$ cat config.mk
export PLATFORM = sky130hd
export DESIGN_NAME = v2_filter_trapezoid
export DESIGN_NICKNAME = d
export VERILOG_FILES = /design/src/rtl/package_settings.sv /design/src/rtl/v2_parameters.sv /design/src/rtl/v2_filter_delay_line.sv /design/src/rtl/v2_filter_trapezoid.sv
export SDC_FILE = /design/constraint.sdc
export NUM_CORES = 1
export LEC_CHECK = 0
export ABC_AREA = 1
export CORE_MARGIN = 5
export CORE_UTILIZATION = 60
export DETAILED_ROUTE_END_ITERATION = 10
export PLACE_DENSITY = 0.83
export RECOVER_POWER = 50
export SLEW_MARGIN = 20
export SYNTH_ARGS = -nofsm -noshare
export SYNTH_HDL_FRONTEND = slang
export SYNTH_SLANG_ARGS = --single-unit
$ cat constraint.sdc
create_clock -name clk -period 21.3 [get_ports clk]
set_input_delay 4.26 -clock clk [delete_from_list [all_inputs] [get_ports clk]]
set_output_delay 4.26 -clock clk [all_outputs]
set_load 0.05 [all_outputs]
$ cat src/rtl/package_settings.sv
// Common datapath widths shared by the filter blocks of this codebase.
package package_settings;
    localparam int ADC_W  = 14;
    localparam int OUT_DW = 16;
    localparam int ACC_W  = 32;
endpackage

$ cat src/rtl/v2_parameters.sv
// Default shaping parameters for the v2 trapezoidal filter.
package v2_parameters;
    import package_settings::*;
    localparam int DATA_W_DEF = ADC_W;
    localparam int OUT_W_DEF  = OUT_DW;
    localparam int INT_W_DEF  = ACC_W;
    localparam int K_DEF      = 8;
    localparam int L_DEF      = 5;
    localparam int M_DEF      = 16;
    localparam int SHIFT_DEF  = 7;
endpackage

$ cat src/rtl/v2_filter_delay_line.sv
// Sample delay line that advances only on enable; tap 0 is the incoming sample,
// tap j is the sample accepted j enables earlier.
module v2_filter_delay_line #(
    parameter int WIDTH = 14,
    parameter int DEPTH = 13,
    parameter int TAP_K = 8,
    parameter int TAP_L = 5
) (
    input  logic             clk,
    input  logic             reset,
    input  logic             clear,
    input  logic             enable,
    input  logic [WIDTH-1:0] din,
    output logic [WIDTH-1:0] tap_0,
    output logic [WIDTH-1:0] tap_k,
    output logic [WIDTH-1:0] tap_l,
    output logic [WIDTH-1:0] tap_kl
);
    logic [WIDTH-1:0] line [DEPTH];

    always_ff @(posedge clk or posedge reset) begin
        if (reset) begin
            for (int i = 0; i < DEPTH; i++) line[i] <= '0;
        end else if (clear) begin
            for (int i = 0; i < DEPTH; i++) line[i] <= '0;
        end else if (enable) begin
            line[0] <= din;
            for (int i = 1; i < DEPTH; i++) line[i] <= line[i-1];
        end
    end

    assign tap_0  = din;
    assign tap_k  = line[TAP_K-1];
    assign tap_l  = line[TAP_L-1];
    assign tap_kl = line[DEPTH-1];
endmodule

$ cat src/rtl/v2_filter_trapezoid.sv
// Trapezoidal pulse shaper with pole-zero correction: six valid-tagged stages from
// accepted sample to shifted, saturated output.
module v2_filter_trapezoid
    import package_settings::*;
    import v2_parameters::*;
#(
    parameter int DATA_W = DATA_W_DEF,
    parameter int OUT_W  = OUT_W_DEF,
    parameter int INT_W  = INT_W_DEF,
    parameter int K      = K_DEF,
    parameter int L      = L_DEF,
    parameter int M      = M_DEF,
    parameter int SHIFT  = SHIFT_DEF
) (
    input  logic              clk,
    input  logic              reset,
    input  logic              clear,
    input  logic              in_valid,
    input  logic [DATA_W-1:0] input_data,
    output logic              out_valid,
    output logic [OUT_W-1:0]  output_data,
    output logic              sat_flag
);
    localparam logic signed [INT_W-1:0] M_S     = INT_W'(M);
    localparam longint                  MAX_L   = (longint'(1) << (OUT_W - 1)) - 1;
    localparam logic signed [INT_W-1:0] OUT_MAX = INT_W'(MAX_L);
    localparam logic signed [INT_W-1:0] OUT_MIN = -OUT_MAX - 1;

    logic [DATA_W-1:0] tap_0, tap_k, tap_l, tap_kl;
    logic signed [INT_W-1:0] diff_a, diff_b, d, p, md, r, s;
    logic [5:1] vld;
    logic signed [INT_W-1:0] shifted;
    logic [OUT_W-1:0] sat_val;
    logic sat_hit;

    function automatic logic signed [INT_W-1:0] ext(input logic [DATA_W-1:0] x);
        return signed'({{(INT_W-DATA_W){1'b0}}, x});
    endfunction

    // A sample arriving with clear is dropped, so the line must not shift on it.
    v2_filter_delay_line #(
        .WIDTH(DATA_W), .DEPTH(K + L), .TAP_K(K), .TAP_L(L)
    ) u_delay (
        .clk(clk), .reset(reset), .clear(clear), .enable(in_valid & ~clear),
        .din(input_data), .tap_0(tap_0), .tap_k(tap_k), .tap_l(tap_l), .tap_kl(tap_kl)
    );

    always_comb begin
        shifted = s >>> SHIFT;
        sat_hit = 1'b0;
        sat_val = shifted[OUT_W-1:0];
        if (shifted > OUT_MAX) begin
            sat_hit = 1'b1;
            sat_val = OUT_MAX[OUT_W-1:0];
        end else if (shifted < OUT_MIN) begin
            sat_hit = 1'b1;
            sat_val = OUT_MIN[OUT_W-1:0];
        end
    end

    always_ff @(posedge clk or posedge reset) begin
        if (reset) begin
            {diff_a, diff_b, d, p, md, r, s} <= '0;
            vld         <= '0;
            out_valid   <= 1'b0;
            output_data <= '0;
            sat_flag    <= 1'b0;
        end else if (clear) begin
            {diff_a, diff_b, d, p, md, r, s} <= '0;
            vld         <= '0;
            out_valid   <= 1'b0;
            output_data <= '0;
            sat_flag    <= 1'b0;
        end else begin
            vld[1] <= in_valid;
            if (in_valid) begin
                diff_a <= ext(tap_0) - ext(tap_k);
                diff_b <= ext(tap_l) - ext(tap_kl);
            end
            vld[2] <= vld[1];
            if (vld[1]) d <= diff_a - diff_b;
            // p and M*d land together so stage 4 sees both terms of one sample.
            vld[3] <= vld[2];
            if (vld[2]) begin
                p  <= p + d;
                md <= d * M_S;
            end
            vld[4] <= vld[3];
            if (vld[3]) r <= p + md;
            vld[5] <= vld[4];
            if (vld[4]) s <= s + r;
            out_valid <= vld[5];
            if (vld[5]) begin
                output_data <= sat_val;
                if (sat_hit) sat_flag <= 1'b1;
            end
        end
    end
endmodule

# After elaboration in Yosys (flattened, before gate mapping)
# Index checks and enable logic that the tools add are counted.
# word_totals
in_bits,18
wordCells,70
out_inout_bits,18
register_bits,429
# op_classes
magnitude_cmp,2
muxes,27
reduce_logical,9
add_sub_neg,6
bitwise_logic,2
# op_table
op,count
2-to-1 mux 32 bit,14
2-to-1 mux 182 bit,2
adder 32 bit,3
2-to-1 mux 16 bit,4
subtractor 32 bit,1
subtractor 14 x 14 -> 15 bit,2
"greater-than comparator 25 x 16 -> 1 bit, second input constant",1
"< comparator 25 x 16 -> 1 bit, second input constant",1
nonzero test 2 bit,8
2-to-1 mux 1 bit,6
2-to-1 mux 5 bit,1
AND reduction 2 bit,1
bitwise AND 1 bit,1
NOT 1 bit,1

# Depth between registers and ports, before layout
# Gate-level depths: netlist of the first run.
# depth
ltp_word,6
depth_mapped,15
ltp_nobuf,15

# Modules after synthesis
# Synthesis of the first run repeated with hierarchy kept, for this count alone.
# unflattened
cells_unflattened,3413
area_unflattened_um2,24212.0
# modules_own_cells
mod,seq_area_each_um2,instances,area_each_um2,cells_per_inst
v2_filter_trapezoid,5230.0,1,16549.6,2566
v2_filter_delay_line,4554.4,1,7662.3,847

# Worst setup path before layout of the first run
# OpenSTA, ideal clock, no wires.
# synth_timing
path_type,input to register
start,input port input_data[0]
end,register diff_a[8]
setup_ps,117
cell_stages,11
slack_ps,15660
path_buffers,0
t_arrival_ps,5522
required_ps,21183
path_cell_list,inv_1 > ha_1 > fa_1 > o21ai_2 > inv_1 > o21ai_2 > nand2_1 > nand2_1 > nand2_1 > nand3_1 > nand2_1
# synth_via
elab_chain_len,3
# synth_rtl
item,line,text
from (decl),v2_filter_trapezoid.sv:19,"input logic [DATA_W-1:0] input_data,"
subtractor 14 x 14 -> 15 bit,v2_filter_trapezoid.sv:77,diff_a <= ext(tap_0) - ext(tap_k);
2-to-1 mux 32 bit,v2_filter_trapezoid.sv:76,if (in_valid) begin
2-to-1 mux 32 bit,v2_filter_trapezoid.sv:68,end else if (clear) begin
to (signal assigned),v2_filter_trapezoid.sv:77,
to (decl),v2_filter_trapezoid.sv:30,"logic signed [INT_W-1:0] diff_a, diff_b, d, p, md, r, s;"
# Every way passes these cells. The select of a mux whose other input is x is not followed.
# A chain may end at the register's enable or synchronous reset.

==> results by group, run 1 <==
Pwr
  – Leak pwr: 13.6 nW
  – Final Power: 1.64 mW
  – VDD IR max: 0.0000717 V
  – Power Density: 65.1 mW/mm^2

Timing
  – Slew margin rel.: -312%
  – Ratio of final minimum period to clock period: 53.3%
  – Final hold vios: 0
  – Fin Setup TNS: 0 ns
  – RSZ-0062 raised after global routing: false
  – Fin crit period: 11.35 ns
  – Slew Limit Fails: 403
  – # setup viols final: 0
  – Final WS setup: 9.95 ns
  – Skew final: 0.0404 ns
  – Slew @ Worst Pin: 6.15 ns
  – Max Fclk: 88.1 MHz

Synth
  – Post-synth EDFFs: 0
  – Area contributors post-synth: dfrtp_1 (42%), nand2_1 (16%), inv_1 (9.0%), ha_1 (7.2%), o22ai_1 (5.2%)
  – Mapped Cells: 3129
  – Primary FF master, synth: dfrtp_1
  – Synth top cells by count: nand2_1 (964), inv_1 (557), dfrtp_1 (391), o22ai_1 (191), nor2_1 (188)
  – Synth top area share: 42.3%
  – Syn Area/Cell: 7.38 sq um
  – Area leader, netlist: dfrtp_1
  – Ys async rst share: 100%
  – Most numerous cell in the Yosys netlist: nand2_1
  – #FFs+latches synth: 391
  – Sequential area share after synthesis: 42.3%
  – Warnings, synthesis: 0
  – Syn nets: 3288
  – Synth unique cells: 49
  – Mapped Area: 0.0231 sq mm

Global routing
  – Grt total ovfl: 0
  – Number of global-route vias before repair: 19600
  – Largest net degree at the start of global routing: 179
  – First-pass GRT wire length: 97000 um
  – Gr usage total: 27.9%
  – Initial antenna violation count: 0

Worst setup path
  – CP Cell Sequence: dlygate4sd3_1 > clkinvlp_2 > clkbuf_1
  – Largest delay share family, worst path: buffers and inverters
  – Worst setup EP type: async pin
  – CP max-delay cell: clkinvlp_2
  – Cell depth of the worst setup path: 3
  – Crit path required time: 21.11 ns
  – WS Path Type: in -> async
  – Worst EP arrival: 11.16 ns
  – WP buf/inv: 3
  – Critical Path Fanout Max: 143
  – Slowest stage delay, CP: 3.42 ns
  – Worst R2R Path Depth: 4
  – Startpoint Class: primary input

Clocking
  – Hold-fix buffers, CTS: 0
  – Post-CTS Resized: 0
  – Clk slew on worst S/H paths: 0.06 ns
  – Num Clock Sinks: 391
  – Setup Fix Bufs, Post-CTS: 0
  – Later-pin clock latency in the skew report: 0.59 ns
  – Clock buffer depth: 3
  – H-tree level count: 2
  – CTS buffer count: 43
  – CTS tree: built
  – CTS root buffer: clkbuf_16

Job
  – Max-cap violations: 6

Final layout
  – Area Overhead vs Synth: 9.02%
  – Fillcell total: 3295
  – Ant. Diodes: 0
  – Layout cells sized above 1: 4.89%
  – Final Core Density: 66.6%
  – Net count, final: 3299

Worst hold path
  – Hold crit path type: reg -> reg
  – Hold path depth: 2

Floorplan
  – Ports: 36
  – Die area: 0.0425 sq mm
  – Num rows: 71
  – Initial Util: 61.1%
  – Die Wd: 206 um
  – DIE HEIGHT: 206 um
  – Core area: 0.0378 sq mm

Place
  – Dpl hpwl: 42800 um
  – Port bufs: 35
  – GP Congestion: 0.944
  – Worst slack, placed: 14.09 ns

Routing
  – Drt first pass iters: 6
  – Initial DRC count: 1558
  – Vias per cell: 5.50
  – Final wirelength: 58700 um
  – Antenna Violating Nets Remaining: 0
  – Total number of vias: 20300
  – DR WL/cell: 15.9 um
  – Residual DRC: 0

Run status
  – Status: complete, but fails checks
  – Failing checks: capacitance limit, slew limit
-- placed cells by master (no fill, tap or decap), drive strengths merged, types with 18 or more instances in the layout --
master | Yosys | routed
a21oi | 134 | 134
clkbuf | 12 | 66
clkdlybuf4s50 | 0 | 18
dfrtp | 391 | 391
ha | 133 | 133
inv | 570 | 568
nand2 | 998 | 998
nand3 | 166 | 166
nor2 | 203 | 203
nor3 | 18 | 18
o21ai | 156 | 156
o22ai | 191 | 191
-- cell families after synthesis --
kind of cell / Yosys count / synth area share (%)
flops: 391 / 42.3
buf+inv: 648 / 10.9
compound gates: 526 / 13.2
fa+ha+maj: 141 / 7.90
xor+xnor: 5 / 0.190
simple gates: 1418 / 25.5
-- worst paths after layout --
path / startpoint / end / slack (ns)
hold reg to reg: diff_b[13]$_DFFE_PP0P_ / diff_b[13]$_DFFE_PP0P_ / 0.49
hold / removal: diff_b[13]$_DFFE_PP0P_ / diff_b[13]$_DFFE_PP0P_ / 0.49
setup reg to reg: vld[2]$_DFF_PP0_ / p[2]$_DFFE_PP0P_ / 18.02
max in group clk: clear / u_delay.line[175]$_DFFE_PP0P_ / 10.31
min in group asynchronous: reset / u_delay.line[44]$_DFFE_PP0P_ / 6.07
setup / recovery: reset / s[27]$_DFFE_PP0P_ / 9.95
-- stage by stage --
step / hold WS (ns) / instances / cell area [sq um]
floorplan: 0.449 / 3129 / 23100
detailed placement: 0.466 / 3606 / 23800
CTS: 0.483 / 3682 / 25200
global placement: 0.469 / 3606 / 23800
global route: 0.503 / 3682 / 25200
finish: 0.487 / 3682 / 25200
-- flip-flops by register name, summed over array words and instances (netlist names) --
name	count
diff_a	15
s	32
u_delay.tap_l	14
output_data	16
u_delay.line	140
diff_b	15
sat_flag	1
p	32
u_delay.tap_k	14
md	28
d	32
u_delay.tap_kl	14
out_valid	1
vld	5
r	32
-- worst register-to-register path: cells and delay by family (launching register included) --
kind / cells / cell delay, ns
buffers and inverters: 2 / 2.41
DFF: 1 / 0.40
AOI/OAI and AO/OA: 1 / 0.32
and+or+nand+nor: 1 / 0.08
-- power breakdown --
group | total [mW] | switching, mW | internal (mW)
clock network | 0.743 | 0.316 | 0.427
logic | 0.131 | 0.0927 | 0.0380
registers | 0.767 | 0.0110 | 0.756
total | 1.64 | 0.419 | 1.22
-- metal layers --
layer | vias to the layer above | part of all wire (%) | global-route usage [%] | wire length (um)
met1 | 9537 | 43 | 36.6 | 25300
met5 | - | 0 | 0 | 0
met3 | 152 | 4.7 | 3.42 | 2750
li1 | 10000 | - | - | -
met2 | 572 | 48 | 47.4 | 28400
met4 | 0 | 3.9 | 11.3 | 2280
-- area by class of cell --
| class | count | area (sq um) | area share, % |
|---|---|---|---|
| tap | 511 | 639 | 2.54 |
| timing repair buffer | 43 | 408 | 1.62 |
| clock buffer | 62 | 1260 | 4.99 |
| multi-input combinational | 2090 | 10800 | 42.8 |
| clock inverter | 14 | 171 | 0.680 |
| sequential | 391 | 9780 | 38.8 |
| inverter | 571 | 2150 | 8.54 |
No activity file was read; power rests on OpenSTA's default activity.
==> run 2, diff against run 1 <==
--- a/config.mk
+++ b/config.mk
@@ -7,9 +7,9 @@
 export LEC_CHECK = 0
 export ABC_AREA = 1
 export CORE_MARGIN = 5
-export CORE_UTILIZATION = 60
+export CORE_UTILIZATION = 58
 export DETAILED_ROUTE_END_ITERATION = 10
-export PLACE_DENSITY = 0.83
+export PLACE_DENSITY = 0.84
 export RECOVER_POWER = 50
 export SLEW_MARGIN = 20
 export SYNTH_ARGS = -nofsm -noshare
==> constraint.sdc (replaced) <==
create_clock -name clk -period 9.4 [get_ports clk]
set_input_delay 1.88 -clock clk [delete_from_list [all_inputs] [get_ports clk]]
set_output_delay 1.88 -clock clk [all_outputs]
set_load 0.05 [all_outputs]
==> run 2 against run 1 <==
Clock skew fell by 0.017 ns. Clock power increased by 130%. Clock-buffer cell count decreased by 5. Worst setup slack got worse by 6.8 ns. First-iteration DRC count fell by 14%. The flow still finishes with violations (capacitance limit, slew limit). Worst hold slack worse by 0.0060 ns. Core utilization shrank 2.8 points. Global-route usage down 1.5 points. Critical path type is now in -> reg. Largest power group unchanged. Sequential cell count is the same. Cell count rose by 0.33%. Critical endpoint is now p[4]$_DFFE_PP0P_.
==> results by group, run 2 (synthesized netlist as in run 1, its figures left out) <==
Worst setup path
  – CP Cell Sequence: dlygate4sd3_1 > clkbuf_1 > clkinvlp_2 > nand2_1 > inv_2 > a32o_1
  – Largest delay share family, worst path: buffers and inverters
  – Crit path required time: 9.83 ns
  – Critical Path Fanout Max: 34
  – Slowest stage delay, CP: 1.23 ns
  – Worst EP arrival: 6.68 ns
  – Worst Setup SP: clear
  – FF-to-FF Start: vld[2]$_DFF_PP0_
  – WS Path Type: in -> reg
  – Startpoint Class: primary input
  – WP buf/inv: 4
  – CP max-delay cell: nand2_1
  – Worst setup EP type: flip-flop

Routing
  – Initial DRC count: 1339
  – Antenna Violating Nets Remaining: 0
  – Final wirelength: 59000 um
  – Total number of vias: 20200
  – Residual DRC: 0
  – Drt first pass iters: 6
  – Vias per cell: 5.47
  – DR WL/cell: 16.0 um

Final layout
  – Max FFs per register: 140
  – Ant. Diodes: 0
  – Most common cell after layout, fill and taps aside: nand2_1
  – Commonest cells after routing, fill and taps aside: nand2_1 (965), inv_1 (557), dfrtp_1 (391)
  – Area Overhead vs Synth: 9.17%
  – Layout cells sized above 1: 5.05%
  – Largest Register: u_delay.line
  – Net count, final: 3299

Worst hold path
  – Hold crit path type: reg -> reg
  – Worst hold start: diff_b[13]$_DFFE_PP0P_

Clocking
  – CTS buffer count: 41
  – H-tree level count: 2
  – Num Clock Sinks: 391
  – Later-pin clock latency in the skew report: 0.57 ns
  – Clock buffer depth: 3
  – Hold-fix buffers, CTS: 0
  – CTS root buffer: clkbuf_16
  – CTS tree: built
  – Post-CTS Resized: 0
  – Clk slew on worst S/H paths: 0.06 ns
  – Setup Fix Bufs, Post-CTS: 0

Floorplan
  – DIE HEIGHT: 210 um
  – Initial Util: 58.4%
  – Core area: 0.0395 sq mm
  – Die Wd: 210 um
  – Die area: 0.0439 sq mm
  – Ports: 36
  – Num rows: 73

Job
  – Max-cap violations: 2

Timing
  – Slew Limit Fails: 93
  – Final WS setup: 3.15 ns
  – RSZ-0062 raised after global routing: false
  – Final hold vios: 0
  – Fin Setup TNS: 0 ns
  – # setup viols final: 0
  – Ratio of final minimum period to clock period: 66.5%
  – Slew @ Worst Pin: 2.81 ns
  – Max Fclk: 160 MHz
  – Slew margin rel.: -87.1%
  – Skew final: 0.0236 ns
  – Fin crit period: 6.25 ns

Place
  – Port bufs: 35
  – GP Congestion: 0.937
  – Dpl hpwl: 42900 um
  – Worst slack, placed: 4.49 ns

Global routing
  – Number of global-route vias before repair: 19500
  – Initial antenna violation count: 1
  – Largest net degree at the start of global routing: 183
  – Gr usage total: 26.4%
  – First-pass GRT wire length: 96100 um
  – Grt total ovfl: 0

Pwr
  – Final Power: 3.72 mW
  – VDD IR max: 0.000235 V
  – Power Density: 148 mW/mm^2
  – Leak pwr: 13.6 nW

Run status
  – Status: complete, but fails checks
  – Failing checks: capacitance limit, slew limit
==> run 2: cell types whose count changed in the layout (fill, tap and decap cells not counted), moves of 2 or more <==
cell,delta
bufinv_16,+3
clkdlybuf4s50_1,+15
clkbuf_8,-3
dlygate4sd3_1,-15
clkbuf_1,-2
clkinv_16,-2
inv_2,+2
nand2_1,-2
==> run 2: metrics by stage <==
step                      area, sq um  hold WS (ns)  std cells  utilization (%)
after CTS                       25200         0.483       3694             63.8
after global placement          23900         0.467       3622             60.3
after detailed placement        23900         0.467       3622             60.3
after global routing            25200         0.504       3694             63.8
final                           25200         0.481       3694             63.8
after floorplan                 23100         0.449       3129                -
==> run 2: final timing paths <==
check,slack [ns],to,cells past startpoint
max,3.15,p[4]$_DFFE_PP0P_,6
min,0.48,diff_b[13]$_DFFE_PP0P_,2
max reg2reg,6.07,p[0]$_DFFE_PP0P_,4
min reg2reg,0.48,diff_b[13]$_DFFE_PP0P_,2
max in group asynchronous,5.91,u_delay.line[66]$_DFFE_PP0P_,4
min in group asynchronous,2.12,u_delay.tap_l[0]$_DFFE_PP0P_,3
==> run 2: area by class of cell <==
type,count,area [sq um]
multi-input combinational,2090,10800
fill,3446,14300
tap,525,657
inverter,571,2150
clock buffer,57,1190
timing repair buffer,45,443
sequential,391,9780
clock inverter,15,208
==> run 2: where the power goes <==
part           internal (mW)  switching, mW  leakage, nW
logic                 0.0879          0.211         7.44
registers               1.71         0.0245         5.43
clock network          0.997          0.691        0.688
==> run 2: metal layers <==
layer,vias up,wire [um],part of all wire (%),track usage (%)
met1,9521,25300,43,34.3
met5,-,8,0.014,0
met2,522,28500,48,45.3
met4,2,2040,3.5,9.61
met3,136,3130,5.3,3.71
li1,10000,-,-,-
==> run 2: tightest hold or removal path: cells and delay by family (launching register included) <==
family	cells	cell delay, ns
and+or+nand+nor	2	0.11
DFF	1	0.34
